===== config.mk =====
export PLATFORM = sky130hd
export DESIGN_NAME = add8u_err_monitor
export DESIGN_NICKNAME = d
export VERILOG_FILES = /design/src/rtl/add8u_err_pkg.sv /design/src/rtl/add8u_err_calc.sv /design/src/rtl/add8u_err_monitor.sv
export SDC_FILE = /design/constraint.sdc
export NUM_CORES = 1
export LEC_CHECK = 0
export ABC_AREA = 1
export BUFFER_PORTS_ARGS = -buffer_cell sky130_fd_sc_hd__buf_2
export CORE_ASPECT_RATIO = 0.8
export CORE_UTILIZATION = 25
export DETAILED_ROUTE_END_ITERATION = 12
export PLACE_DENSITY = 0.4
export SYNTH_ARGS = -nofsm -noshare
export SYNTH_HDL_FRONTEND = slang
export SYNTH_SLANG_ARGS = --single-unit

===== constraint.sdc =====
create_clock -name clk -period 9 [get_ports clk]
set_clock_uncertainty 0.05 [all_clocks]
set_input_delay 2.7 -clock clk [delete_from_list [all_inputs] [get_ports clk]]
set_output_delay 2.7 -clock clk [all_outputs]
set_load 0.03 [all_outputs]

===== src/rtl/add8u_err_pkg.sv =====
// Shared widths, FSM state type and helpers for the add8u error monitor.
// The ADD8U_ERR_MSE_EN macro (used by importers) enables squared-error accumulation.
package add8u_err_pkg;

    localparam int W_OP   = 8;
    localparam int W_SUM  = 9;
    localparam int W_DIFF = 10;
    localparam int W_SQ   = 18;
    localparam int W_CNT  = 17;
    localparam int W_SAE  = 26;
    localparam int W_SSE  = 35;

    typedef enum logic [1:0] {
        ST_IDLE  = 2'd0,
        ST_RUN   = 2'd1,
        ST_DRAIN = 2'd2,
        ST_DONE  = 2'd3
    } state_t;

    // |d| of a 10-bit signed difference; the magnitude never exceeds 511.
    function automatic logic [W_SUM-1:0] abs_diff(input logic signed [W_DIFF-1:0] d);
        logic signed [W_DIFF-1:0] neg;
        neg = -d;
        return d[W_DIFF-1] ? W_SUM'(neg) : W_SUM'(d);
    endfunction

endpackage


===== src/rtl/add8u_err_calc.sv =====
// Combinational stage-1 error calculation: exact sum, absolute error and,
// when ADD8U_ERR_MSE_EN is defined, the squared error.
module add8u_err_calc
    import add8u_err_pkg::*;
(
    input  logic [W_OP-1:0]  a,
    input  logic [W_OP-1:0]  b,
    input  logic [W_SUM-1:0] o,
    output logic [W_SUM-1:0] err
`ifdef ADD8U_ERR_MSE_EN
    ,
    output logic [W_SQ-1:0]  sq
`endif
);

    logic [W_SUM-1:0]         exact;
    logic signed [W_DIFF-1:0] diff;

    always_comb begin
        exact = W_SUM'(a) + W_SUM'(b);
        // Zero-extend both sides so the subtraction cannot wrap.
        diff  = signed'({1'b0, o}) - signed'({1'b0, exact});
        err   = abs_diff(diff);
    end

`ifdef ADD8U_ERR_MSE_EN
    assign sq = W_SQ'(err) * W_SQ'(err);
`endif

endmodule


===== src/rtl/add8u_err_monitor.sv =====
// Streaming error-metric accumulator for approximate 8-bit adders.
// Build with ADD8U_ERR_MSE_EN defined to include the squared-error (sse) path.
module add8u_err_monitor
    import add8u_err_pkg::*;
#(
    parameter int NSAMP = 65536
) (
    input  logic             clk,
    input  logic             rst,
    input  logic             start,
    input  logic             in_valid,
    output logic             in_ready,
    input  logic [W_OP-1:0]  in_a,
    input  logic [W_OP-1:0]  in_b,
    input  logic [W_SUM-1:0] in_o,
    output logic             busy,
    output logic             done,
    output logic [W_CNT-1:0] smp_cnt,
    output logic [W_CNT-1:0] err_cnt,
    output logic [W_SAE-1:0] sum_abs_err,
    output logic [W_SUM-1:0] max_err,
    output logic [W_OP-1:0]  max_a,
    output logic [W_OP-1:0]  max_b,
    output logic [W_SSE-1:0] sse
);

    localparam logic [W_CNT-1:0] NSAMP_C = W_CNT'(NSAMP);

    state_t           state_q, state_d;
    logic [W_CNT-1:0] acc_cnt_q, acc_cnt_d;
    logic             drain_cnt_q, drain_cnt_d;
    logic             in_ready_q, in_ready_d;
    logic             busy_q, busy_d;
    logic             done_q, done_d;

    logic             s1_vld_q, s1_vld_d;
    logic [W_SUM-1:0] s1_err_q, s1_err_d;
    logic [W_OP-1:0]  s1_a_q, s1_a_d;
    logic [W_OP-1:0]  s1_b_q, s1_b_d;

    logic [W_CNT-1:0] smp_cnt_q, smp_cnt_d;
    logic [W_CNT-1:0] err_cnt_q, err_cnt_d;
    logic [W_SAE-1:0] sae_q, sae_d;
    logic [W_SUM-1:0] max_err_q, max_err_d;
    logic [W_OP-1:0]  max_a_q, max_a_d;
    logic [W_OP-1:0]  max_b_q, max_b_d;

    logic             accept;
    logic [W_SUM-1:0] calc_err;

`ifdef ADD8U_ERR_MSE_EN
    logic [W_SQ-1:0]  calc_sq;
    logic [W_SQ-1:0]  s1_sq_q, s1_sq_d;
    logic [W_SSE-1:0] sse_q, sse_d;
`endif

    add8u_err_calc u_calc (
        .a   (in_a),
        .b   (in_b),
        .o   (in_o),
        .err (calc_err)
`ifdef ADD8U_ERR_MSE_EN
        ,
        .sq  (calc_sq)
`endif
    );

    assign accept = in_valid & in_ready_q;

    always_comb begin
        state_d     = state_q;
        acc_cnt_d   = acc_cnt_q;
        drain_cnt_d = drain_cnt_q;

        // Stage 1: capture the error of the accepted sample.
        s1_vld_d = accept;
        s1_err_d = s1_err_q;
        s1_a_d   = s1_a_q;
        s1_b_d   = s1_b_q;
        if (accept) begin
            s1_err_d = calc_err;
            s1_a_d   = in_a;
            s1_b_d   = in_b;
        end

        // Stage 2: fold the registered sample into the run totals.
        smp_cnt_d = smp_cnt_q;
        err_cnt_d = err_cnt_q;
        sae_d     = sae_q;
        max_err_d = max_err_q;
        max_a_d   = max_a_q;
        max_b_d   = max_b_q;
        if (s1_vld_q) begin
            smp_cnt_d = smp_cnt_q + W_CNT'(1);
            err_cnt_d = err_cnt_q + W_CNT'(s1_err_q != '0);
            sae_d     = sae_q + W_SAE'(s1_err_q);
            // Strictly greater: ties keep the earliest worst-case operands.
            if (s1_err_q > max_err_q) begin
                max_err_d = s1_err_q;
                max_a_d   = s1_a_q;
                max_b_d   = s1_b_q;
            end
        end

`ifdef ADD8U_ERR_MSE_EN
        s1_sq_d = s1_sq_q;
        if (accept) begin
            s1_sq_d = calc_sq;
        end
        sse_d = sse_q;
        if (s1_vld_q) begin
            sse_d = sse_q + W_SSE'(s1_sq_q);
        end
`endif

        case (state_q)
            ST_IDLE, ST_DONE: begin
                if (start) begin
                    state_d     = ST_RUN;
                    acc_cnt_d   = '0;
                    drain_cnt_d = 1'b0;
                    s1_vld_d    = 1'b0;
                    smp_cnt_d   = '0;
                    err_cnt_d   = '0;
                    sae_d       = '0;
                    max_err_d   = '0;
                    max_a_d     = '0;
                    max_b_d     = '0;
`ifdef ADD8U_ERR_MSE_EN
                    sse_d       = '0;
`endif
                end
            end
            ST_RUN: begin
                if (accept) begin
                    acc_cnt_d = acc_cnt_q + W_CNT'(1);
                    if (acc_cnt_d == NSAMP_C) begin
                        state_d     = ST_DRAIN;
                        drain_cnt_d = 1'b0;
                    end
                end
            end
            ST_DRAIN: begin
                // Two drain cycles let the final sample clear both stages.
                drain_cnt_d = 1'b1;
                if (drain_cnt_q) begin
                    state_d = ST_DONE;
                end
            end
            default: state_d = ST_IDLE;
        endcase

        in_ready_d = (state_d == ST_RUN) && (acc_cnt_d < NSAMP_C);
        busy_d     = (state_d == ST_RUN) || (state_d == ST_DRAIN);
        done_d     = (state_d == ST_DONE);
    end

    always_ff @(posedge clk or posedge rst) begin
        if (rst) begin
            state_q     <= ST_IDLE;
            acc_cnt_q   <= '0;
            drain_cnt_q <= 1'b0;
            in_ready_q  <= 1'b0;
            busy_q      <= 1'b0;
            done_q      <= 1'b0;
            s1_vld_q    <= 1'b0;
            s1_err_q    <= '0;
            s1_a_q      <= '0;
            s1_b_q      <= '0;
            smp_cnt_q   <= '0;
            err_cnt_q   <= '0;
            sae_q       <= '0;
            max_err_q   <= '0;
            max_a_q     <= '0;
            max_b_q     <= '0;
        end else begin
            state_q     <= state_d;
            acc_cnt_q   <= acc_cnt_d;
            drain_cnt_q <= drain_cnt_d;
            in_ready_q  <= in_ready_d;
            busy_q      <= busy_d;
            done_q      <= done_d;
            s1_vld_q    <= s1_vld_d;
            s1_err_q    <= s1_err_d;
            s1_a_q      <= s1_a_d;
            s1_b_q      <= s1_b_d;
            smp_cnt_q   <= smp_cnt_d;
            err_cnt_q   <= err_cnt_d;
            sae_q       <= sae_d;
            max_err_q   <= max_err_d;
            max_a_q     <= max_a_d;
            max_b_q     <= max_b_d;
        end
    end

`ifdef ADD8U_ERR_MSE_EN
    always_ff @(posedge clk or posedge rst) begin
        if (rst) begin
            s1_sq_q <= '0;
            sse_q   <= '0;
        end else begin
            s1_sq_q <= s1_sq_d;
            sse_q   <= sse_d;
        end
    end

    assign sse = sse_q;
`else
    assign sse = '0;
`endif

    assign in_ready    = in_ready_q;
    assign busy        = busy_q;
    assign done        = done_q;
    assign smp_cnt     = smp_cnt_q;
    assign err_cnt     = err_cnt_q;
    assign sum_abs_err = sae_q;
    assign max_err     = max_err_q;
    assign max_a       = max_a_q;
    assign max_b       = max_b_q;

endmodule


== After elaboration in Yosys (flattened, before gate mapping) ==
Cells that the tools add are included.

* Multiplexer cells: 36
* Reductions and logical operators: 6
* Add/subtract/negate cells: 7
* Bitwise operators: 1
* Equality and inequality tests: 10
* $lt $le $gt $ge: 2

{| class="wikitable"
|+ Operators with widths
! kind !! number
|-
| $mux W17 || 8
|-
| $mux W26 || 3
|-
| $mux W8 || 8
|-
| $mux W9 || 5
|-
| $add A17 B1 Y17 const B || 2
|-
| $pmux W17 S2 || 1
|-
| $add A26 B9 Y26 || 1
|-
| $add A17 B1 Y17 || 1
|-
| $eq A17 B17 Y1 const B || 1
|-
| $lt A17 B17 Y1 const B || 1
|-
| $sub A9 B9 Y10 || 1
|-
| $add A8 B8 Y9 || 1
|-
| $gt A9 B9 Y1 || 1
|-
| $neg A9 Y9 || 1
|-
| $reduce_bool A9 Y1 || 1
|-
| $eq A2 B2 Y1 const B || 4
|-
| $mux W2 || 4
|-
| $ne A2 B2 Y1 const B || 3
|-
| $pmux W2 S3 || 1
|-
| $mux W1 || 5
|-
| $eq A2 B1 Y1 const B || 2
|-
| $pmux W1 S3 || 1
|-
| $reduce_and A3 Y1 || 1
|-
| $logic_not A2 Y1 || 1
|-
| 4 further kinds || 4
|}

* Logic and storage cells: 78
* Output and inout bits: 123
* Bits of input ports: 29
* Flip-flop bits (word level): 134

== Depth between registers and ports, before layout ==
Gate-level depths: netlist of run 1.

* Depth after elaboration: 7
* Depth in mapped cells: 17
* Mapped depth without buffers: 17

== Cells and area by module ==
From an unflattened synthesis of run 1, not the netlist that was laid out.

* Cell total of the unflattened synthesis: 1102
* Area, all modules: 8389.3 um^2

{| class="wikitable"
|+ By module, submodules not included
! module !! sequential area each (um^2) !! cells an instance !! times used !! area each (um^2)
|-
| add8u_err_monitor || 3353.2 || 928 || 1 || 7338.3
|-
| add8u_err_calc || 0.0 || 174 || 1 || 1051.0
|}

== Least setup slack after synthesis of run 1 ==
OpenSTA, ideal clock, no wires.

* Kind: input-to-reg
* Start point: in in_a[0]
* End point: reg s1_err_q[8]
* Buffers on the path: 0
* Arrival: 4.940 ns
* Stages: 15
* Library setup time: 0.118 ns
* Data required time: 8.832 ns
* Path slack: 3.893 ns
* Cells stage by stage: inv_1 fa_1 ha_1 nor2_1 fa_1 nand3b_1 nand2_1 a21oi_1 o21ai_0 xor2_1 nand3_1 nand2_1 nand2_1 nand3_1 nand2_1

* Longest elaborated chain between the ends: 4

{| class="wikitable"
|+ RTL lines
! element !! RTL line !! text
|-
| start, declared || add8u_err_monitor.sv:13 || <nowiki>input logic [W_OP-1:0] in_a,</nowiki>
|-
| $add A8 B8 Y9 (*) || add8u_err_calc.sv:20 || <nowiki>exact = W_SUM'(a) + W_SUM'(b);</nowiki>
|-
| $sub A9 B9 Y10 (*) || add8u_err_calc.sv:22 || <nowiki>diff = signed'({1'b0, o}) - signed'({1'b0, exact});</nowiki>
|-
| $neg A9 Y9 || add8u_err_pkg.sv:23 || <nowiki>neg = -d;</nowiki>
|-
| $mux W9 (*) || add8u_err_pkg.sv:24 || <nowiki>return d[W_DIFF-1] ? W_SUM'(neg) : W_SUM'(d);</nowiki>
|-
| end signal, assigned || add8u_err_monitor.sv:184 || <nowiki>s1_err_q <= s1_err_d;</nowiki>
|-
| end, declared || add8u_err_monitor.sv:37 || <nowiki>logic [W_SUM-1:0] s1_err_q, s1_err_d;</nowiki>
|}

Mark *: on every way between the ends. The rest lies on a longest branch, timed or not.
A chain may end at the register's enable or synchronous reset.

== Final worst setup path of run 1 ==
* Start point: in in_b[0]
* End point: reg s1_err_q[7]

* Longest elaborated chain between the ends: 4

{| class="wikitable"
|+ RTL lines
! element !! RTL line !! text
|-
| start, declared || add8u_err_monitor.sv:14 || <nowiki>input logic [W_OP-1:0] in_b,</nowiki>
|-
| $add A8 B8 Y9 (*) || add8u_err_calc.sv:20 ||
|-
| $sub A9 B9 Y10 (*) || add8u_err_calc.sv:22 ||
|-
| $neg A9 Y9 || add8u_err_pkg.sv:23 ||
|-
| $mux W9 (*) || add8u_err_pkg.sv:24 ||
|}

Marks and branches as above.

==> flow_metrics.py, run 1 <==
metrics = {
    "yosys": {
        "synth_area_sq_um": 7840,
        "ys_seq_area_frac": 0.428,
        "netlist_instances": 970,
        "synth_flop_cell": "dfrtp_1",
        "async_flop_share": 1.00,
        "ys_seq_elements": 134,
        "ys_warn_count": 0,
        "synth_cell_types": 44,
        "synth.avg_cell_area_sq_um": 8.08,
        "synth_edf_count": 0,
    },
    "power_and_ir_drop": {
        "leakage_uw": 0.00465,
        "power_density_nw_per_um2": 275,
        "combinationalPowerShare": 0.394,
        "p_sw_uw": 1090,
        "ir_drop_mv": 0.0877,
        "intPower_uw": 1480,
        "p_seq_frac": 0.335,
        "p_sw_frac": 0.425,
        "pwr-share-clk": 0.271,
    },
    "place": {
        "place_area_sq_um": 8770,
        "hpwl_um": 15400,
        "io_buffers": 116,
        "place_ws_ps": 3470,
        "placed_cells": 1483,
        "gp_congestion": 0.778,
    },
    "layout": {
        "nFillCells": 3312,
        "area_delta_synth_final_pct": 19.2,
        "diodes": 0,
        "regArea_sq_um": 3350,
        "nNetsFinal": 1164,
        "multi_input_area_sq_um": 3750,
        "drive_gt1_frac": 0.156,
        "stdcell_count": 1514,
        "fin_area_sq_um": 9340,
    },
    "clock_network": {
        "htree_levels": 4,
        "cts_buffer_depth": 2,
        "path_clk_slew_ps": 60,
        "cts_resized": 0,
        "clk_latency_ps": 420,
        "cts_buffers": 17,
        "clock_sinks": 134,
        "cts_tree": "built",
        "cts_root_buf": "clkbuf_16",
        "hold_buffers": 0,
        "cts_setup_buffers": 0,
    },
    "timing": {
        "final.period_utilization": 0.568,
        "worst_slack_ps": 3890,
        "finalSetupViolations": 0,
        "worstMarginPinSlew_ps": 887,
        "fmax_ghz": 0.196,
        "maxSlewViolCount": 0,
        "hold_viol": 0,
        "fin_setup_tns_ps": 0,
        "rsz0062_at_grt": "no",
        "period_needed_ps": 5110,
        "relSlewSlack": 0.408,
        "whs_ps": 430,
    },
    "min_path": {
        "hp-class": "reg -> reg",
    },
    "worst_setup_path": {
        "cp_data_arrival_time_ps": 5370,
        "required_ps": 9260,
        "crit_type": "in -> reg",
        "startpoint_type": "input port",
        "path_max_fanout": 3,
        "cp-end-kind": "register",
    },
    "run": {
        "drv_cap": 0,
    },
    "floorplan": {
        "row_count": 57,
        "die_y_um": 160,
        "core_sq_um": 30600,
        "num_io_pins": 152,
        "fp.dieW_um": 200,
        "die_area_sq_um": 32100,
        "start_util": 0.256,
    },
    "grt": {
        "grt_first_pass_wirelength_um": 34200,
        "grt_usage": 0.138,
        "antenna_found_initial": 0,
        "grt_overflow_total": 0,
        "use_met2": 0.194,
        "use_met3": 0.0277,
        "use_met1": 0.211,
        "grt_max_degree": 70,
        "grt_pass1_vias": 6162,
        "grt-busiest-layer": "met1",
    },
    "routing": {
        "dr.pass1.iters": 4,
        "dr.first_iter.drc_count": 322,
        "routed_wl_um": 21200,
        "drc": 0,
        "wire_per_inst_um": 14.0,
        "num_vias": 6459,
        "viasPerCell": 4.27,
        "drtAntennaViolNets": 0,
    },
    "outcome": {
        "outcome": "finished clean",
    },
}
[stage by stage]
stage	utilization	total power (uW)
floorplan	-	1600
global placement	0.287	1900
detailed placement	0.287	1900
CTS	0.305	2610
global route	0.305	2790
finish	0.305	2570
[state kept, by name, summed over array words and instances (netlist names)]
register and count:
sum_abs_err 26, acc_cnt_q 17, err_cnt 17, smp_cnt 17, max_err 9, s1_err_q 9
max_a 8, max_b 8, s1_a_q 8, s1_b_q 8, state_q 2, busy 1
done 1, drain_cnt_q 1, in_ready 1, s1_vld_q 1
[cell usage after synthesis, drive strengths merged (2+ instances only)]
master	number	area share
o21bai	2	0.0019
nand3b	2	0.0019
nand3	39	0.026
nand2	167	0.082
xnor2	10	0.011
fa	9	0.023
buf	41	0.037
a21oi	71	0.045
a211oi	2	0.0019
nor4	3	0.0043
dfrtp	134	0.43
clkbuf	17	0.0081
nand4	17	0.014
nor3	17	0.012
inv	135	0.065
ha	37	0.059
o211ai	3	0.0029
xor2	34	0.038
o22ai	6	0.0048
nor3b	3	0.0035
a31oi	2	0.0016
nor2	108	0.054
o21ai	96	0.061
o21a	5	0.0048
o2111ai	2	0.0022
[final cells by class]
class                      count  share of cell area
clock buffer                  18              0.0470
tap                          413              0.0553
inverter                     135              0.0548
sequential                   134               0.359
timing repair buffer         124              0.0686
clock inverter                13              0.0143
multi-input combinational    677               0.401
[kinds of logic (layout without fill, tap and decap cells)]
group	count (synthesis)	after routing	share of synthesized area
xor+xnor	44	44	0.0492
simple gates	358	358	0.199
buf+inv	193	290	0.110
compound gates	194	194	0.132
other cells	1	35	0.000478
fa+ha+maj	46	46	0.0821
flops	134	134	0.428
[layer usage]
metal / share of wire / vias up / routed length [um]
met5: 0 / - / 0
met4: 0.0080 / 0 / 170
met3: 0.036 / 10 / 752
met2: 0.41 / 107 / 8740
met1: 0.54 / 3013 / 11500
li1: - / 3329 / -
[worst max-delay path, cell delays in order]
cell      delay (ps)
buf_2             90
inv_1            140
fa_1             480
inv_1             70
ha_1             130
nor2_1            70
fa_1             390
nand3b_1         170
nand2_1          130
a21oi_1           70
o21ai_0          190
xor2_1           310
nand3_1          150
nand2_1           90
nand2_1           50
nand3_1           60
nand2_1           50
[final timing paths]
check,cells after the start,startpoint,slack [ps],end
max reg2reg,13,s1_err_q[8],6280,err_cnt[16]
min,2,s1_b_q[3],430,s1_b_q[3]
max,17,in_b[0],3890,s1_err_q[7]
min in group asynchronous,2,rst,2330,smp_cnt[4]
max in group asynchronous,3,rst,5200,sum_abs_err[20]
min reg2reg,2,s1_b_q[3],430,s1_b_q[3]
[power by group through the flow]
stage / clock (uW) / combinational (uW) / sequential (uW)
3_3_place_gp: 0 / 1030 / 871
2_1_floorplan: 0 / 619 / 978
3_5_place_dp: 0 / 1030 / 872
6_report: 695 / 1010 / 860
5_1_grt: 747 / 1160 / 883
4_1_cts: 718 / 1030 / 863
[cells in the final DEF (no fill, tap or decap), types with 3 or more instances in the layout]
master and n:
a21oi_1 71, buf_2 116, buf_4 8, clkbuf_16 17, clkinv_2 5, clkinv_4 3
clkinvlp_4 3, conb_1 35, dfrtp_1 134, fa_1 9, ha_1 37, inv_1 133
nand2_1 162, nand2_2 5, nand3_1 38, nand4_1 17, nor2_1 103, nor2_2 4
nor3_1 15, o211ai_1 3, o21a_1 5, o21ai_0 95, o22ai_1 6, xnor2_1 10
xor2_1 34
Power figures use the tool's default switching activity.
==> inputs of run 2 (changes only) <==
- clock period: 9 -> 5 ns (I/O delays scaled with it)
==> flow_metrics.py, run 2 (synthesis gave the netlist of run 1 again) <==
metrics = {
    "min_path": {
        "holdCritStartpoint": "s1_a_q[1]",
        "whs_endpoint": "s1_a_q[1]",
        "hold_depth": 2,
        "hp-class": "reg -> reg",
    },
    "grt": {
        "grt_max_degree": 53,
        "grt_pass1_vias": 6138,
        "grt_first_pass_wirelength_um": 34100,
        "antenna_found_initial": 0,
        "grt_overflow_total": 0,
        "grt_usage": 0.138,
    },
    "power_and_ir_drop": {
        "leakage_uw": 0.00468,
        "combinationalPowerShare": 0.389,
        "p_sw_uw": 1980,
        "intPower_uw": 2710,
        "p_seq_frac": 0.331,
        "ir_drop_mv": 0.234,
        "p_sw_frac": 0.423,
        "power_density_nw_per_um2": 498,
        "pwr-share-clk": 0.280,
    },
    "worst_setup_path": {
        "crit_type": "in -> reg",
        "worst-path-buf-inv": 3,
        "r2r_start": "s1_err_q[8]",
        "crit_cells": 17,
        "cp-end-kind": "register",
        "cp_data_arrival_time_ps": 4130,
        "slowest_stage": "fa_1",
        "startpoint_type": "input port",
        "required_ps": 5250,
        "path_max_fanout": 3,
        "cpLargestDelayFamily": "adder cells",
        "reg2reg_slack_ps": 2210,
        "worst-r2r-cell-count": 13,
        "slowest_delay_ps": 470,
        "r2r_end": "err_cnt[16]",
        "cp_common_cell": "nand2_1",
        "path_cells": "buf_2 > inv_1 > fa_1 > inv_1 > ha_1 > nor2_1 > fa_1 > nand3b_1 > nand2_1 > a21oi_1 > o21ai_0 > xor2_1 > nand3_1 > nand2_1 > nand2_1 > nand3_1 > nand2_1",
    },
    "clock_network": {
        "clock_sinks": 134,
        "cts_buffers": 17,
        "cts_buffer_depth": 2,
        "cts_tree": "built",
        "cts_root_buf": "clkbuf_16",
        "cts_setup_buffers": 0,
        "clk_latency_ps": 420,
        "cts_resized": 0,
        "htree_levels": 4,
        "hold_buffers": 0,
        "path_clk_slew_ps": 60,
    },
    "floorplan": {
        "start_util": 0.256,
        "num_io_pins": 152,
        "fp.dieW_um": 200,
        "core_sq_um": 30600,
        "row_count": 57,
        "die_area_sq_um": 32100,
        "die_y_um": 160,
    },
    "timing": {
        "relSlewSlack": 0.413,
        "maxSlewViolCount": 0,
        "fin_setup_tns_ps": 0,
        "fmax_ghz": 0.258,
        "hold_viol": 0,
        "rsz0062_at_grt": "no",
        "period_needed_ps": 3880,
        "worstMarginPinSlew_ps": 879,
        "final.period_utilization": 0.775,
        "finalSetupViolations": 0,
    },
    "routing": {
        "drtAntennaViolNets": 0,
        "wire_per_inst_um": 13.9,
        "routed_wl_um": 21100,
        "dr.pass1.iters": 4,
        "drc": 0,
        "viasPerCell": 4.23,
        "dr.first_iter.drc_count": 321,
        "num_vias": 6424,
    },
    "outcome": {
        "outcome": "finished clean",
    },
    "place": {
        "io_buffers": 116,
        "placed_cells": 1485,
        "gp_congestion": 0.755,
        "hpwl_um": 15600,
    },
    "layout": {
        "nNetsFinal": 1166,
        "final_cell_mix": "161 x nand2_1, 134 x dfrtp_1, 133 x inv_1",
        "stdcell_count": 1517,
        "area_delta_synth_final_pct": 20.1,
        "largest_reg_flops": 26,
        "diodes": 0,
        "final_common_cell": "nand2_1",
        "drive_gt1_frac": 0.159,
    },
    "run": {
        "drv_cap": 0,
    },
}
-- run 2: cell types whose count changed in the layout (fill, tap and decap cells not counted) --
cell and change:
buf_12 +2, bufinv_16 +1, clkbuf_8 -1, clkinv_2 -1, clkinv_4 -2, clkinvlp_4 +1
inv_6 +3, nand2_1 -1, nand2_2 +1
-- run 2: power groups by stage --
stage / combinational, uW / clock [uW] / sequential [uW]
5_1_grt: 2070 / 1410 / 1590
2_1_floorplan: 1110 / 0 / 1760
3_3_place_gp: 1850 / 0 / 1570
4_1_cts: 1860 / 1360 / 1560
3_5_place_dp: 1850 / 0 / 1570
6_report: 1820 / 1310 / 1550
-- run 2: metrics by stage --
step	utilization	setup WS, ps	hold slack [ps]	power [uW]	instance area, sq um
floorplan	-	1090	394	2870	7970
global placement	0.288	735	411	3420	8810
detailed placement	0.288	702	412	3420	8810
CTS	0.308	1140	428	4780	9410
global route	0.308	960	463	5080	9410
finish	0.308	1120	422	4690	9410
-- run 2: how the worst max path moves through the flow --
stage | to | startpoint | slack, ps
6_report | s1_err_q[8] | in_b[0] | 1120
5_1_grt | s1_err_q[8] | in_b[0] | 960
4_1_cts | s1_err_q[8] | in_b[0] | 1140
3_5_place_dp | s1_err_q[8] | in_b[0] | 700
3_3_place_gp | s1_err_q[8] | in_b[0] | 740
2_1_floorplan | s1_err_q[8] | in_a[0] | 1090
-- run 2: final cells by class --
type                       instances  area (sq um)
clock buffer                      17           425
clock inverter                    15           176
fill                            3275         21200
inverter                         135           510
multi-input combinational        677          3750
sequential                       134          3350
tap                              413           517
timing repair buffer             126           681
-- run 2: metal layers --
layer  vias up  part of all wire  global-route usage  routed length [um]
met5         -                 0                   0                   0
met4         0            0.0084              0.0333                 178
met3        13             0.040              0.0342                 848
met2       110              0.42               0.198                8840
met1      2963              0.53               0.205               11300
li1       3338                 -                   -                   -
-- run 2: worst reg2reg max path: cells and delay by family, from the launching register on --
kind,cells,cell delay (ps)
XOR/XNOR,1,150
flip-flops,1,520
AND/OR/NAND/NOR,10,1530
adder cells (fa/ha/maj),2,390
==> inputs of run 3 (changes only) <==
- clock period: 5 -> 3.97 ns (I/O delays scaled with it)
==> flow_metrics.py, run 3 (synthesis gave the netlist of run 1 again) <==
metrics = {
    "clock_network": {
        "cts_root_buf": "clkbuf_16",
        "cts_buffers": 17,
        "cts_tree": "built",
        "cts_buffer_depth": 2,
        "cts_setup_buffers": 0,
        "path_clk_slew_ps": 60,
        "htree_levels": 4,
        "cts_resized": 0,
        "clk_latency_ps": 420,
        "hold_buffers": 0,
        "clock_sinks": 134,
    },
    "routing": {
        "viasPerCell": 4.28,
        "dr.first_iter.drc_count": 307,
        "dr.pass1.iters": 4,
        "drc": 0,
        "wire_per_inst_um": 13.9,
        "num_vias": 6507,
        "routed_wl_um": 21100,
        "drtAntennaViolNets": 0,
    },
    "timing": {
        "finalSetupViolations": 0,
        "relSlewSlack": 0.516,
        "fmax_ghz": 0.283,
        "hold_viol": 0,
        "worstMarginPinSlew_ps": 720,
        "final.period_utilization": 0.890,
        "maxSlewViolCount": 0,
        "rsz0062_at_grt": "no",
        "period_needed_ps": 3530,
        "fin_setup_tns_ps": 0,
        "whs_ps": 426,
    },
    "layout": {
        "drive_gt1_frac": 0.161,
        "final_common_cell": "nand2_1",
        "largest_reg_flops": 26,
        "final_util": 0.309,
        "nFillCells": 3302,
        "fin_area_sq_um": 9440,
        "diodes": 0,
        "final_cell_mix": "161 x nand2_1, 134 x dfrtp_1, 133 x inv_1",
        "nNetsFinal": 1168,
        "area_delta_synth_final_pct": 20.4,
    },
    "place": {
        "gp_congestion": 0.775,
        "io_buffers": 116,
        "hpwl_um": 15600,
        "place_area_sq_um": 8830,
    },
    "worst_setup_path": {
        "path_max_fanout": 3,
        "crit_type": "in -> reg",
        "cp_common_cell": "nand2_1",
        "cpLargestDelayFamily": "adder cells",
        "cp_data_arrival_time_ps": 3790,
        "worst-path-buf-inv": 3,
        "cp-end-kind": "register",
        "required_ps": 4230,
        "slowest_stage": "fa_1",
        "slowest_delay_ps": 480,
        "path_cells": "buf_2 > inv_1 > fa_1 > inv_1 > ha_1 > nor2_1 > fa_1 > nand3b_1 > nand2_1 > a21oi_1 > o21ai_0 > xor2_1 > nand3_1 > nand2_1 > nand2_1 > nand3_1 > nand2_1",
        "startpoint_type": "input port",
    },
    "grt": {
        "grt_overflow_total": 0,
        "grt_max_degree": 71,
        "grt_first_pass_wirelength_um": 34400,
        "grt_usage": 0.139,
        "grt_pass1_vias": 6328,
        "antenna_found_initial": 0,
    },
    "power_and_ir_drop": {
        "pwr-share-clk": 0.283,
        "p_seq_frac": 0.331,
        "ir_drop_mv": 0.317,
        "leakage_uw": 0.00469,
        "intPower_uw": 3430,
        "combinationalPowerShare": 0.387,
        "power_density_nw_per_um2": 626,
        "p_sw_frac": 0.419,
        "p_sw_uw": 2480,
    },
    "floorplan": {
        "die_area_sq_um": 32100,
        "num_io_pins": 152,
        "die_y_um": 160,
        "core_sq_um": 30600,
        "start_util": 0.256,
        "row_count": 57,
        "fp.dieW_um": 200,
    },
    "outcome": {
        "outcome": "finished clean",
    },
    "run": {
        "drv_cap": 0,
    },
    "min_path": {
        "hp-class": "reg -> reg",
    },
}
[run 3: changes by cell type in the layout (fill, tap and decap cells not counted), sizes merged]
cell and change:
buf +2, clkinv +1, clkinvlp -1, clkbuf +1
inv -1
[run 3: final timing paths]
check	cells after the start	endpoint	slack (ps)	from
max	17	s1_err_q[7]	440	in_b[0]
min	2	s1_a_q[1]	430	s1_a_q[1]
max reg2reg	13	err_cnt[16]	1240	s1_err_q[8]
min reg2reg	2	s1_a_q[1]	430	s1_a_q[1]
max in group asynchronous	3	max_a[6]	2250	rst
min in group asynchronous	2	smp_cnt[3]	820	rst
[run 3: worst min-delay path: cells and delay by family (launching register included)]
kind,cells,cell delay (ps)
flops,1,340
simple gates,2,100
[run 3: metal layers]
metal	global-route usage	part of all wire	up-vias
li1	-	-	3338
met1	0.207	0.52	3041
met2	0.199	0.43	119
met3	0.0317	0.042	9
met4	0.0354	0.0066	0
met5	0	0	-
[run 3: cell type report]
type / count / area [sq um] / share of cell area
Timing Repair Buffer: 128 / 696 / 0.0737
Clock inverter: 14 / 173 / 0.0183
Multi-Input combinational cell: 677 / 3750 / 0.397
Inverter: 135 / 510 / 0.0541
Sequential cell: 134 / 3350 / 0.355
Tap cell: 413 / 517 / 0.0547
Clock buffer: 18 / 439 / 0.0465
[run 3: stage by stage]
stage	std cells	total power, uW	setup WS (ps)
after floorplan	1004	3620	372
after global placement	1487	4310	37.1
after detailed placement	1487	4310	-8.20
after CTS	1519	6020	448
after global routing	1519	6400	175
final	1519	5910	437
[run 3: power groups by stage]
stage	sequential (uW)	combinational, uW	clock (uW)
finish	1950	2290	1670
global route	2010	2610	1790
CTS	1960	2330	1730
detailed placement	1980	2320	0
global placement	1980	2330	0
floorplan	2220	1400	0
